<file path="src/rtl/vedic_seq_mult.sv">
// Sequential Urdhva-Tiryakbhyam multiplier: one 4x4 digit product per clock,
// shifted and accumulated into a 2*WIDTH-bit sum; valid/ready on both sides.
// Optional build macro VEDIC_SIGNED_EN: operands are two's complement; the
// digit loop runs on magnitudes and the final sum is negated when the signs differ.
module vedic_seq_mult #(
   parameter int WIDTH = 8,
   parameter int CNT_W = 8
) (
   input  logic               clk,
   input  logic               rst_n,
   input  logic               in_valid,
   output logic               in_ready,
   input  logic [WIDTH-1:0]   a,
   input  logic [WIDTH-1:0]   b,
   output logic               out_valid,
   input  logic               out_ready,
   output logic [2*WIDTH-1:0] p
);

   localparam int K  = WIDTH / 4;
   localparam int PW = 2 * WIDTH;

   localparam logic [1:0] S_IDLE = 2'd0;
   localparam logic [1:0] S_CALC = 2'd1;
   localparam logic [1:0] S_DONE = 2'd2;

   localparam logic [CNT_W-1:0] LAST = CNT_W'(K - 1);

   logic [1:0]       state_q, state_d;
   logic             alive_q;
   logic [WIDTH-1:0] a_q, a_d, b_q, b_d;
   logic [PW-1:0]    acc_q, acc_d;
   logic [PW-1:0]    p_q, p_d;
   logic             ov_q, ov_d;
   logic [CNT_W-1:0] i_q, i_d, j_q, j_d;

   logic [3:0]       a_dig, b_dig;
   logic [7:0]       pp;
   logic [PW-1:0]    term, sum, p_fin;
   logic [WIDTH-1:0] a_in, b_in;
   logic             last;

`ifdef VEDIC_SIGNED_EN
   logic sign_q, sign_d;
   // -2^(WIDTH-1) negates to itself, which read unsigned is the correct magnitude
   assign a_in  = a[WIDTH-1] ? -a : a;
   assign b_in  = b[WIDTH-1] ? -b : b;
   assign p_fin = sign_q ? -sum : sum;
`else
   assign a_in  = a;
   assign b_in  = b;
   assign p_fin = sum;
`endif

   // ready only once out of reset for at least one edge and idle
   assign in_ready  = alive_q && (state_q == S_IDLE);
   assign out_valid = ov_q;
   assign p         = p_q;

   // current digit pair, its product and its weighted position
   always_comb begin
      a_dig = 4'(a_q >> (4 * i_q));
      b_dig = 4'(b_q >> (4 * j_q));
      pp    = a_dig * b_dig;
      term  = PW'(pp) << (4 * (i_q + j_q));
      sum   = acc_q + term;
      last  = (i_q == LAST) && (j_q == LAST);
   end

   // next-state: accept, iterate digits j-fastest, hold result until taken
   always_comb begin
      state_d = state_q;
      a_d     = a_q;
      b_d     = b_q;
      acc_d   = acc_q;
      p_d     = p_q;
      ov_d    = ov_q;
      i_d     = i_q;
      j_d     = j_q;
`ifdef VEDIC_SIGNED_EN
      sign_d  = sign_q;
`endif
      case (state_q)
         S_IDLE: begin
            if (in_valid && alive_q) begin
               a_d     = a_in;
               b_d     = b_in;
`ifdef VEDIC_SIGNED_EN
               sign_d  = a[WIDTH-1] ^ b[WIDTH-1];
`endif
               acc_d   = '0;
               i_d     = '0;
               j_d     = '0;
               state_d = S_CALC;
            end
         end
         S_CALC: begin
            acc_d = sum;
            if (j_q == LAST) begin
               j_d = '0;
               i_d = i_q + 1'b1;
            end else begin
               j_d = j_q + 1'b1;
            end
            if (last) begin
               p_d     = p_fin;
               ov_d    = 1'b1;
               i_d     = '0;
               j_d     = '0;
               state_d = S_DONE;
            end
         end
         S_DONE: begin
            if (out_ready) begin
               ov_d    = 1'b0;
               state_d = S_IDLE;
            end
         end
         default: state_d = S_IDLE;
      endcase
   end

   // state registers; reset discards any operation in flight
   always_ff @(posedge clk or negedge rst_n) begin
      if (!rst_n) begin
         state_q <= S_IDLE;
         alive_q <= 1'b0;
         a_q     <= '0;
         b_q     <= '0;
         acc_q   <= '0;
         p_q     <= '0;
         ov_q    <= 1'b0;
         i_q     <= '0;
         j_q     <= '0;
`ifdef VEDIC_SIGNED_EN
         sign_q  <= 1'b0;
`endif
      end else begin
         state_q <= state_d;
         alive_q <= 1'b1;
         a_q     <= a_d;
         b_q     <= b_d;
         acc_q   <= acc_d;
         p_q     <= p_d;
         ov_q    <= ov_d;
         i_q     <= i_d;
         j_q     <= j_d;
`ifdef VEDIC_SIGNED_EN
         sign_q  <= sign_d;
`endif
      end
   end

endmodule

</file>
<file path="config.mk">
export PLATFORM = sky130hd
export DESIGN_NAME = vedic_seq_mult
export DESIGN_NICKNAME = d
export VERILOG_FILES = /design/src/rtl/vedic_seq_mult.sv
export SDC_FILE = /design/constraint.sdc
export NUM_CORES = 1
export LEC_CHECK = 0
export ABC_CLOCK_PERIOD_IN_PS = 14000
export CAP_MARGIN = 20
export CORE_ASPECT_RATIO = 1.75
export CORE_UTILIZATION = 64
export CTS_BUF_LIST = sky130_fd_sc_hd__clkbuf_4 sky130_fd_sc_hd__clkbuf_8 sky130_fd_sc_hd__clkbuf_16
export DETAILED_ROUTE_END_ITERATION = 8
export GPL_ROUTABILITY_DRIVEN = 0
export PLACE_DENSITY_LB_ADDON = 0.25
export SETUP_SLACK_MARGIN = 0.02
export SLEW_MARGIN = 10
export SYNTH_ARGS = -nofsm -noshare
export SYNTH_HDL_FRONTEND = slang
export SYNTH_SLANG_ARGS = --single-unit
</file>
<file path="constraint.sdc">
create_clock -name clk -period 14 [get_ports clk]
set_input_delay 2.8 -clock clk [delete_from_list [all_inputs] [get_ports clk]]
set_output_delay 2.8 -clock clk [all_outputs]
set_load 0.05 [all_outputs]
</file>
-- Word level (Yosys, flattened, before mapping)
Index checks and enable logic that the tools add are counted.
- register bits: 68
- logic and storage cells: 53
- bits in latches: 0
- RAM bits: 0
- memories kept: 0
- ROM bits: 0
- divide/modulo/power cells: 0
- reduce and logical (&&, ||, !) cells: 12
- bitwise gates (word level): 0
- add/sub/neg operators: 4
- shift operators: 3
- multipliers: 1
- multiplexer cells: 16
- equality and inequality tests: 8
- magnitude comparators: 0
- operator list (operator ; count):
    $mux 8 ; 5
    $pmux 16 s2 ; 1
    $pmux 8 s2 ; 2
    $shr 8x10->4 ; 2
    $add 16x16->16 ; 1
    $add 8x1->8 const B ; 2
    $eq 8x1->1 const B ; 2
    $mux 16 ; 1
    $shl 8x11->16 ; 1
    $add 8x8->9 ; 1
    $reduce_and 3->1 ; 3
    $mul 4x4->8 ; 1
    $mux 2 ; 3
    $pmux 2 s3 ; 1
    $reduce_and 2->1 ; 3
    $ne 2x2->1 const B ; 2
    $reduce_bool 2->1 ; 2
    $logic_and 1x1->1 ; 3
    $ne 3x3->1 const B ; 1
    $eq 2x1->1 const B ; 1
    $eq 2x2->1 const B ; 1
    $logic_not 2->1 ; 1
    $mux 1 ; 2
    $ne 2x1->1 const B ; 1
    $pmux 1 s2 ; 1

-- Logic depth before layout (Yosys ltp)
Gate-level depths: netlist of run 1.
- word-level depth: 5
- depth in mapped cells: 24
- depth with buffers taken out: 24

-- Least setup slack after synthesis of run 1
No wires, ideal clock.
- path type: flip-flop to flip-flop
- start: register j_q[2]
- end: register p_q[15], in the netlist p[15]
- required time: 13.875 ns
- buffers on the path: 1
- setup slack: 8.453 ns
- cell stages (with the launch flop): 21
- arrival: 5.422 ns
- cell sequence: dfrtp_1 > nor4_1 > and3_1 > clkbuf_1 > nand4_1 > fa_1 > inv_1 > fa_1 > ha_1 > a211o_1 > a21oi_1 > nor4_1 > nor4b_1 > nor2_1 > ha_1 > o211ai_1 > a21boi_0 > o2111ai_1 > o21a_1 > xnor3_1 > mux2_2
- cells in the longest elaborated chain, start to end: 4
- elaborated cells between the ends (all ways): 8
- ends and longest elaborated chain (what ; line ; source):
    start, declared ; 35 ; logic [CNT_W-1:0] i_q, i_d, j_q, j_d;
    start signal, assigned ; 147 ; j_q <= j_d;
    $shr 8x10->4 ; 63 ; b_dig = 4'(b_q >> (4 * j_q));
    $mul 4x4->8 ; 64 ; pp = a_dig * b_dig;
    $shl 8x11->16 ; 65 ; term = PW'(pp) << (4 * (i_q + j_q));
    $add 16x16->16 ; 66 ; sum = acc_q + term;
    end signal, assigned ; 144 ; p_q <= p_d;
    end, declared ; 33 ; logic [PW-1:0] p_q, p_d;
Several ways; a longest one is shown, not always the timed one.
A chain may end at the register's enable or synchronous reset.

-- Worst setup path in the final report of run 1
Same ends and word-level chain as after synthesis.

==> flow_summary.yaml, run 1 <==
synthesis:
  synth_area_leaders: "dfrtp_1 36%, ha_1 10%, nand2_1 7.4%"
  syn_inst: 533
  synth_ff_type: "dfrtp_1"
  synth_seq_cells: 68
  mappedNetlistNets: 598
  synth_cell_types: 58
  ys_seq_area_share_pct: 36.2
  syn_avg_cell_area_um2: 8.81
  yosysTopAreaCellShare_pct: 36.2
  syn-cell-area_um2: 4700
  ys_warn_count: 0
  synth_top_area_cell: "dfrtp_1"
  ys_async_sr_fraction_pct: 100
  synth_edf_count: 0
sta:
  rsz0062_at_grt: "no"
  finalHoldViolCount: 0
  timing.fmax_mhz: 155
  tightestPinTransition_ns: 1.09
  setup_tns_ns: 0
  slew_headroom_pct: 27.3
  final-setup-viol-count: 0
  clock_skew_ns: 0.00535
  drv_slew: 0
  layout_min_cycle_time_ns: 6.45
  fin_crit_sh_pct: 46.0
finish:
  n_antenna_cell: 0
  drive_gt1_share_pct: 7.69
  final_net_count: 632
  post-route-util_pct: 76.4
  layout.cells.most_common: "nand2_1"
  layout_common_cells: "93 x nand2_1, 68 x dfrtp_1, 54 x o21ai_0"
  area_growth_pct: 16.0
worst_setup_path:
  path_buf_inv: 1
  crit_required_ns: 14.23
  endpoint_kind: "register"
  critPathKind: "reg -> reg"
  arrival_ns: 6.67
  path_cells: "nor4_1, and3_1, nand4_1, fa_1, inv_1, fa_1, ha_1, a211o_1, a21oi_1, nor4_1, nor4b_1, nor2_1, ha_1, o211ai_1, a21boi_0, o2111ai_1, o21a_1, xnor3_1, mux2_2"
  crit_path_start_kind: "register"
  cp_slowest_cell: "fa_1"
  cpPeakStageDelay_ns: 0.58
  worst-path-max-fanout: 7
  critPathTopFamily: "simple AND/OR/NAND/NOR gates"
clocking:
  cts_sinks: 68
  path_clk_slew_ns: 0.06
  htreeDepth: 3
  clkLatencyLatePin_ns: 0.34
  cts_buffer_depth: 2
  cts_tree: "done"
  ctsRootBufferMaster: "clkbuf_16"
  cts_repair_resize_count: 0
  numCtsBuffers: 9
  post_cts_buffers: 0
  cts_hold_buf: 0
drt:
  viasPerCell: 6.41
  vias: 4217
  totalWireLength_um: 11700
  routedWlPerCell_um: 17.8
  drt-pass1-iter-count: 5
  route.detailed.drc: 0
  detail-route-antenna-nets: 0
  first_iter_violations: 354
floorplan:
  dieHeight_um: 115
  fp.dieArea_um2: 7700
  start_util_pct: 65.9
  io_pins: 38
  coreArea_um2: 7130
  num_rows: 41
  die_w_um: 66.8
placement:
  dp_hpwl_um: 8200
  io_buffers: 37
global_route:
  antenna_found_initial: 0
  grt_use_total_pct: 34.4
  grt_pass1_vias: 4298
  grt_pass1_wl_um: 19600
  grt_max_degree: 69
  grt_overflow: 0
flow_run:
  maxCapViolCount: 0
power_and_ir_drop:
  worst_ir_drop_vdd_mv: 0.181
  p_leak_nw: 2.66
  power_density_nw_per_um2: 223
outcome:
  status: "complete, no violations"
worst_hold_path:
  worstHoldPathType: "reg -> reg"
final timing paths:
check / startpoint / end / slack, ns / cells after the start
worst max-delay path: j_q[2] / p[15] / 7.55 / 19
worst min register to register: b_q[6] / b_q[6] / 0.47 / 2
min in group asynchronous: rst_n / acc_q[12] / 2.65 / 2
worst max register to register: j_q[2] / p[15] / 7.55 / 19
worst min-delay path: b_q[6] / b_q[6] / 0.47 / 2
max in group asynchronous: rst_n / b_q[5] / 10.78 / 2
final cells by class:
| type | count | area (um^2) |
|---|---|---|
| multi-input combinational | 430 | 2850 |
| sequential | 68 | 1700 |
| fill | 509 | 1680 |
| timing repair buffer | 39 | 380 |
| clock buffer | 9 | 225 |
| clock inverter | 7 | 115 |
| tap | 86 | 108 |
| inverter | 19 | 71.3 |
per-layer routing:
layer  global-route usage, %  vias to the layer above  share of wire [%]
li1                        -                     1958                  -
met1                    35.3                     2011                 36
met2                    57.4                      178                 53
met3                    10.4                       70                5.3
met4                    25.4                        0                6.4
met5                       0                        -                  0
sequential cells by signal (all words and copies together) (netlist names):
register   cells
a_q            8
acc_q         16
alive_q        1
b_q            8
i_q            8
j_q            8
out_valid      1
p             16
state_q        2
Yosys cell counts, types with 7 or more instances:
master	number
xor2_1	13
nand3_1	21
inv_1	18
nand2b_1	9
and3_1	10
nor4_1	7
a21oi_1	16
clkbuf_1	12
o21a_1	9
nor2_1	41
ha_1	39
nand2_1	93
dfrtp_1	68
o21ai_0	54
a21o_1	7
nor2b_1	7
mux2_2	16
power breakdown:
group	internal, W	switching (W)
clock network	0.000173	0.0000883
registers	0.000260	0.0000501
logic	0.000232	0.000415
worst reg2reg max path, cell delays in order (launching register included):
cell	delay, ns
dfrtp_1	0.42
nor4_1	0.51
and3_1	0.39
nand4_1	0.19
fa_1	0.58
inv_1	0.06
fa_1	0.50
ha_1	0.34
a211o_1	0.29
a21oi_1	0.23
nor4_1	0.09
nor4b_1	0.58
nor2_1	0.12
ha_1	0.38
o211ai_1	0.12
a21boi_0	0.46
o2111ai_1	0.20
o21a_1	0.25
xnor3_1	0.35
mux2_2	0.26
per-stage QoR:
stage	hold WS, ns	total power, W	area, um^2	setup slack, ns	std cells
2_1_floorplan	0.440	0.000778	4700	8.45	533
3_3_place_gp	0.452	0.000910	5110	7.98	642
3_5_place_dp	0.458	0.000936	5110	7.72	642
4_1_cts	0.475	0.00121	5450	7.63	658
5_1_grt	0.487	0.00130	5450	7.20	658
6_report	0.468	0.00122	5450	7.55	658
logic make-up after synthesis:
logic type	synth area share (%)
other	0.0799
adders and majority gates	12.9
muxes	4.26
DFF	36.2
and+or+nand+nor	22.4
xor gates and xnor gates	3.84
buffers and inverters	3.12
AOI/OAI and AO/OA	17.1
(Power assumes the default switching activity.)
==> inputs of run 2 (changes only) <==
Settings changed: ABC_CLOCK_PERIOD_IN_PS 14000 to 5300, CORE_UTILIZATION 64 to 53.
Clock period 14 ns to 5.3 ns, I/O delays scaled along.
==> flow_summary.yaml, run 2 (synthesized netlist as in run 1, its figures left out) <==
outcome:
  status: "complete, no violations"
worst_setup_path:
  arrival_ns: 5.44
  worst-path-max-fanout: 4
  critPathTopFamily: "adder cells"
  r2r_end: "p[13]"
  endpoint_kind: "register"
  cpPeakStageDelay_ns: 0.61
  r2r_setup_slack_ns: 0.08
  path_buf_inv: 3
  cp_slowest_cell: "fa_2"
  path_cells: "nor4_2, nand2_1, nor2_4, nand4_1, fa_1, inv_2, fa_2, ha_4, a211o_1, a21oi_2, buf_4, o21ai_2, nor4b_4, nor2_1, ha_2, o211ai_1, a21boi_2, buf_4, a21oi_2, o21ai_2, a31oi_1, xnor2_1, mux2_4"
  crit_required_ns: 5.52
  crit_path_start_kind: "register"
  critPathKind: "reg -> reg"
  worstReg2RegStart: "i_q[6]"
  r2r_cells: 23
sta:
  fin_crit_sh_pct: 98.5
  slew_headroom_pct: 34.3
  final-setup-viol-count: 0
  drv_slew: 0
  layout_min_cycle_time_ns: 5.22
  tightestPinTransition_ns: 0.983
  timing.fmax_mhz: 192
  rsz0062_at_grt: "yes"
  finalHoldViolCount: 0
  whs_ns: 0.474
  setup_ws_ns: 0.0797
  clock_skew_ns: 0.00585
global_route:
  grt_max_degree: 69
  grt_use_total_pct: 27.7
  grt_overflow: 0
  antenna_found_initial: 0
  grt_pass1_vias: 4284
  grt_pass1_wl_um: 19600
power_and_ir_drop:
  power_w: 0.00343
  clockPowerShare_pct: 19.1
  switching_share_pct: 44.1
  switchingPower_w: 0.00151
  internal-power_w: 0.00192
  p_leak_nw: 2.85
  power_density_nw_per_um2: 583
  pwr-share-comb_pct: 57.2
  worst_ir_drop_vdd_mv: 0.424
  power_frac_seq_pct: 23.7
floorplan:
  num_rows: 45
  fp.dieArea_um2: 9260
  dieHeight_um: 127
  start_util_pct: 54.5
  coreArea_um2: 8610
  io_pins: 38
  die_w_um: 73.2
drt:
  vias: 4168
  first_iter_violations: 214
  viasPerCell: 5.77
  drt-pass1-iter-count: 4
  route.detailed.drc: 0
  totalWireLength_um: 11800
  detail-route-antenna-nets: 0
  routedWlPerCell_um: 16.3
clocking:
  cts_tree: "done"
  ctsRootBufferMaster: "clkbuf_16"
  clkLatencyLatePin_ns: 0.34
  htreeDepth: 3
  cts_sinks: 68
  path_clk_slew_ns: 0.05
  numCtsBuffers: 9
  cts_buffer_depth: 2
placement:
  placed_cell_area_um2: 5370
  io_buffers: 37
  dp_hpwl_um: 8590
  pre_cts_ws_ns: -0.0958
finish:
  layout_common_cells: "93 x nand2_1, 66 x dfrtp_1, 50 x o21ai_0"
  ff_latch_area_um2: 1700
  fin_area_um2: 5890
  layout.cells.most_common: "nand2_1"
  post-route-util_pct: 68.3
  n_fill_cell: 712
  multi_input_area_um2: 3010
  final_net_count: 665
  drive_gt1_share_pct: 17.7
  n_antenna_cell: 0
  area_growth_pct: 25.4
worst_hold_path:
  worstHoldPathType: "reg -> reg"
  whs_endpoint: "p[9]"
  holdPathStages: 2
  min-delay-start: "p[9]"
flow_run:
  maxCapViolCount: 0
run 2: changes by cell type in the layout (fill, tap and decap cells not counted), sizes merged:
cell / previous run / this run
buf: 3 / 36
clkinvlp: 2 / 1
bufinv: 3 / 2
clkinv: 2 / 1
clkbuf: 9 / 12
run 2: power by group through the flow:
stage	clock (W)	sequential (W)	combinational, W
floorplan	0	0.000936	0.00113
CTS	0.000664	0.000812	0.00183
global placement	0	0.000805	0.00173
detailed placement	0	0.000814	0.00177
global route	0.000687	0.000836	0.00214
finish	0.000655	0.000815	0.00196
run 2: how the worst max path moves through the flow:
| stage | start | end | slack, ns | cells after the start |
|---|---|---|---|---|
| global route | i_q[6] | p[13] | -0.11 | 23 |
| global placement | j_q[3] | p[15] | 0.09 | 19 |
| CTS | i_q[7] | p[13] | 0.05 | 22 |
| finish | i_q[6] | p[13] | 0.08 | 23 |
| floorplan | j_q[2] | p[15] | 0.09 | 20 |
| detailed placement | j_q[3] | p[15] | -0.1 | 19 |
run 2: repair_timing:
| action | 4_1_cts | 5_1_grt |
|---|---|---|
| gates resized for setup | 7 | 30 |
| setup buffers | 3 | 3 |
| setup endpoints to repair | 8 | 18 |
| pin swaps | 15 | 24 |
| hold buffers | 0 | 0 |
run 2: through the flow:
| stage | std cells | TNS (ns) |
|---|---|---|
| 2_1_floorplan | 533 | 0 |
| 3_3_place_gp | 700 | 0 |
| 3_5_place_dp | 700 | -0.184 |
| 4_1_cts | 719 | 0 |
| 5_1_grt | 722 | -0.372 |
| 6_report | 722 | 0 |
run 2: area by class of cell:
class,count,area share [%]
Multi-Input combinational cell,430,51.1
Sequential cell,68,28.9
Timing Repair Buffer,72,10.7
Clock buffer,12,4.31
Tap cell,117,2.49
Clock inverter,4,1.23
Inverter,19,1.21
run 2: worst reg2reg max path, delay by kind of cell, from the launching register on:
| family | cells | cell delay, ns |
|---|---|---|
| muxes | 1 | 0.27 |
| adders and majority gates | 4 | 1.68 |
| xor gates and xnor gates | 1 | 0.12 |
| buffers and inverters | 3 | 0.34 |
| AOI/OAI and AO/OA | 8 | 1.29 |
| and+or+nand+nor | 6 | 1.00 |
| DFF | 1 | 0.38 |
run 2: routing by layer:
layer  share of wire (%)  track usage (%)  routed length, um  vias up
met4                 5.1             16.1                596        0
met3                 2.6             5.08                305       42
li1                    -                -                  -     2020
met2                  54             49.8               6420       91
met5                   0                0                  0        -
met1                  38             29.1               4480     2015
==> inputs of run 3 (changes only) <==
Settings changed: ABC_CLOCK_PERIOD_IN_PS 5300 to 4900, CORE_UTILIZATION 53 to 59, GPL_ROUTABILITY_DRIVEN 0 to not set.
Clock period 5.3 ns to 4.9 ns, I/O delays scaled along.
==> flow_summary.yaml, run 3 (synthesized netlist as in run 1, its figures left out) <==
floorplan:
  start_util_pct: 61.6
  die_w_um: 69.4
  io_pins: 38
  num_rows: 42
  fp.dieArea_um2: 8330
  dieHeight_um: 120
  coreArea_um2: 7620
sta:
  fin_crit_sh_pct: 111
  setup_ws_ns: -0.522
  final-setup-viol-count: 20
  tightestPinTransition_ns: 1.02
  timing.fmax_mhz: 184
  finalHoldViolCount: 0
  layout_min_cycle_time_ns: 5.42
  drv_slew: 0
  clock_skew_ns: 0.00880
  slew_headroom_pct: 31.9
  rsz0062_at_grt: "yes"
clocking:
  cts_buffer_depth: 2
  cts_tree: "done"
  ctsRootBufferMaster: "clkbuf_16"
  path_clk_slew_ns: 0.06
  numCtsBuffers: 9
  htreeDepth: 3
  cts_sinks: 68
  cts_hold_buf: 0
  clkLatencyLatePin_ns: 0.34
power_and_ir_drop:
  switchingPower_w: 0.00183
  clockPowerShare_pct: 18.7
  pwr-share-comb_pct: 60.1
  internal-power_w: 0.00227
  power_frac_seq_pct: 21.2
  p_leak_nw: 3.11
  switching_share_pct: 44.6
  worst_ir_drop_vdd_mv: 0.493
  power_density_nw_per_um2: 652
worst_setup_path:
  endpoint_kind: "register"
  r2r_end: "acc_q[12]"
  arrival_ns: 5.65
  worstSetupStartpoint: "i_q[6]"
  crit_required_ns: 5.13
  critPathKind: "reg -> reg"
  cpPeakStageDelay_ns: 0.59
  critPathTopFamily: "compound AO/OA/AOI/OAI gates"
  worstReg2RegStart: "i_q[6]"
  r2r_setup_slack_ns: -0.52
  path_cells: "nor4_2, nand2_1, nor2_4, nand4_1, fa_1, inv_2, fa_2, ha_4, a211o_1, a21oi_2, buf_4, o21ai_2, nor4b_4, nor2_1, ha_2, o211ai_1, a21boi_2, buf_4, o21a_1, o31a_1, o21a_1, o31ai_1"
  path_buf_inv: 3
  worst-path-max-fanout: 5
  crit_path_start_kind: "register"
  cp.depth: 22
  r2r_cells: 22
  crit_end: "acc_q[12]"
  cp_slowest_cell: "fa_1"
flow_run:
  maxCapViolCount: 0
finish:
  layout_common_cells: "93 x nand2_1, 80 x buf_4, 68 x dfrtp_1"
  post-route-util_pct: 82.4
  area_growth_pct: 33.8
  fin_area_um2: 6280
  n_antenna_cell: 0
  layout.cells.most_common: "nand2_1"
  final_net_count: 712
  drive_gt1_share_pct: 24.7
placement:
  dp_hpwl_um: 9460
  routabilityCongestion: 0.977
  io_buffers: 37
  placed_cell_area_um2: 5610
worst_hold_path:
  holdPathStages: 2
  worstHoldPathType: "reg -> reg"
global_route:
  grt_use_total_pct: 33.7
  grt_overflow: 0
  grt_pass1_wl_um: 21800
  antenna_found_initial: 0
  grt_max_degree: 38
  grt_pass1_vias: 4686
drt:
  totalWireLength_um: 14900
  detail-route-antenna-nets: 0
  routedWlPerCell_um: 20.1
  route.detailed.drc: 0
  vias: 4747
  viasPerCell: 6.41
  first_iter_violations: 313
  drt-pass1-iter-count: 5
outcome:
  failed_checks: "negative setup slack"
  status: "complete, but fails checks"
==> run 3: worst min path at each step <==
| stage | from | to | slack [ns] |
|---|---|---|---|
| after floorplan | a_q[4] | a_q[4] | 0.44 |
| after global placement | a_q[4] | a_q[4] | 0.45 |
| after detailed placement | a_q[3] | a_q[3] | 0.46 |
| after CTS | a_q[3] | a_q[3] | 0.47 |
| after global routing | b_q[2] | b_q[2] | 0.50 |
| final | a_q[3] | a_q[3] | 0.47 |
==> run 3: cell type report <==
| cell class | count | area (um^2) |
|---|---|---|
| multi-input combinational | 430 | 3060 |
| tap | 88 | 110 |
| sequential | 68 | 1700 |
| clock buffer | 9 | 225 |
| clock inverter | 7 | 121 |
| fill | 438 | 1340 |
| inverter | 19 | 71.3 |
| timing repair buffer | 119 | 988 |
==> run 3: tightest hold or removal path: cells and delay by family, from the launching register on <==
kind | cells | cell delay [ns]
and+or+nand+nor | 2 | 0.10
DFF | 1 | 0.34
==> run 3: power by group through the flow <==
stage | Clock (W) | Combinational [W] | Sequential (W)
2_1_floorplan | 0 | 0.00122 | 0.00101
3_3_place_gp | 0 | 0.00204 | 0.000858
3_5_place_dp | 0 | 0.00212 | 0.000868
4_1_cts | 0.000761 | 0.00222 | 0.000863
5_1_grt | 0.000787 | 0.00260 | 0.000888
6_report | 0.000764 | 0.00246 | 0.000868
==> run 3: what timing repair did <==
action	4_1_cts	5_1_grt
pin swaps	10	15
resized for setup	16	29
endpoints found under the setup margin	20	22
buffers inserted	9	9
==> run 3: metrics by stage <==
step / setup TNS, ns / cells / power, W / setup WS, ns / hold WS (ns)
global route: -10.52 / 740 / 0.00427 / -0.691 / 0.498
finish: -6.85 / 740 / 0.00409 / -0.522 / 0.468
global placement: -0.598 / 706 / 0.00290 / -0.103 / 0.455
CTS: -2.28 / 731 / 0.00384 / -0.249 / 0.474
detailed placement: -4.11 / 706 / 0.00299 / -0.370 / 0.459
floorplan: -0.584 / 533 / 0.00224 / -0.155 / 0.440
==> run 3: layer usage <==
metal / part of all wire, % / track usage (%) / up-vias
met4: 7.4 / 25.5 / 0
met2: 53 / 61.4 / 254
li1: - / - / 2118
met5: 0 / 0 / -
met1: 34 / 33.8 / 2277
met3: 5.1 / 5.04 / 98
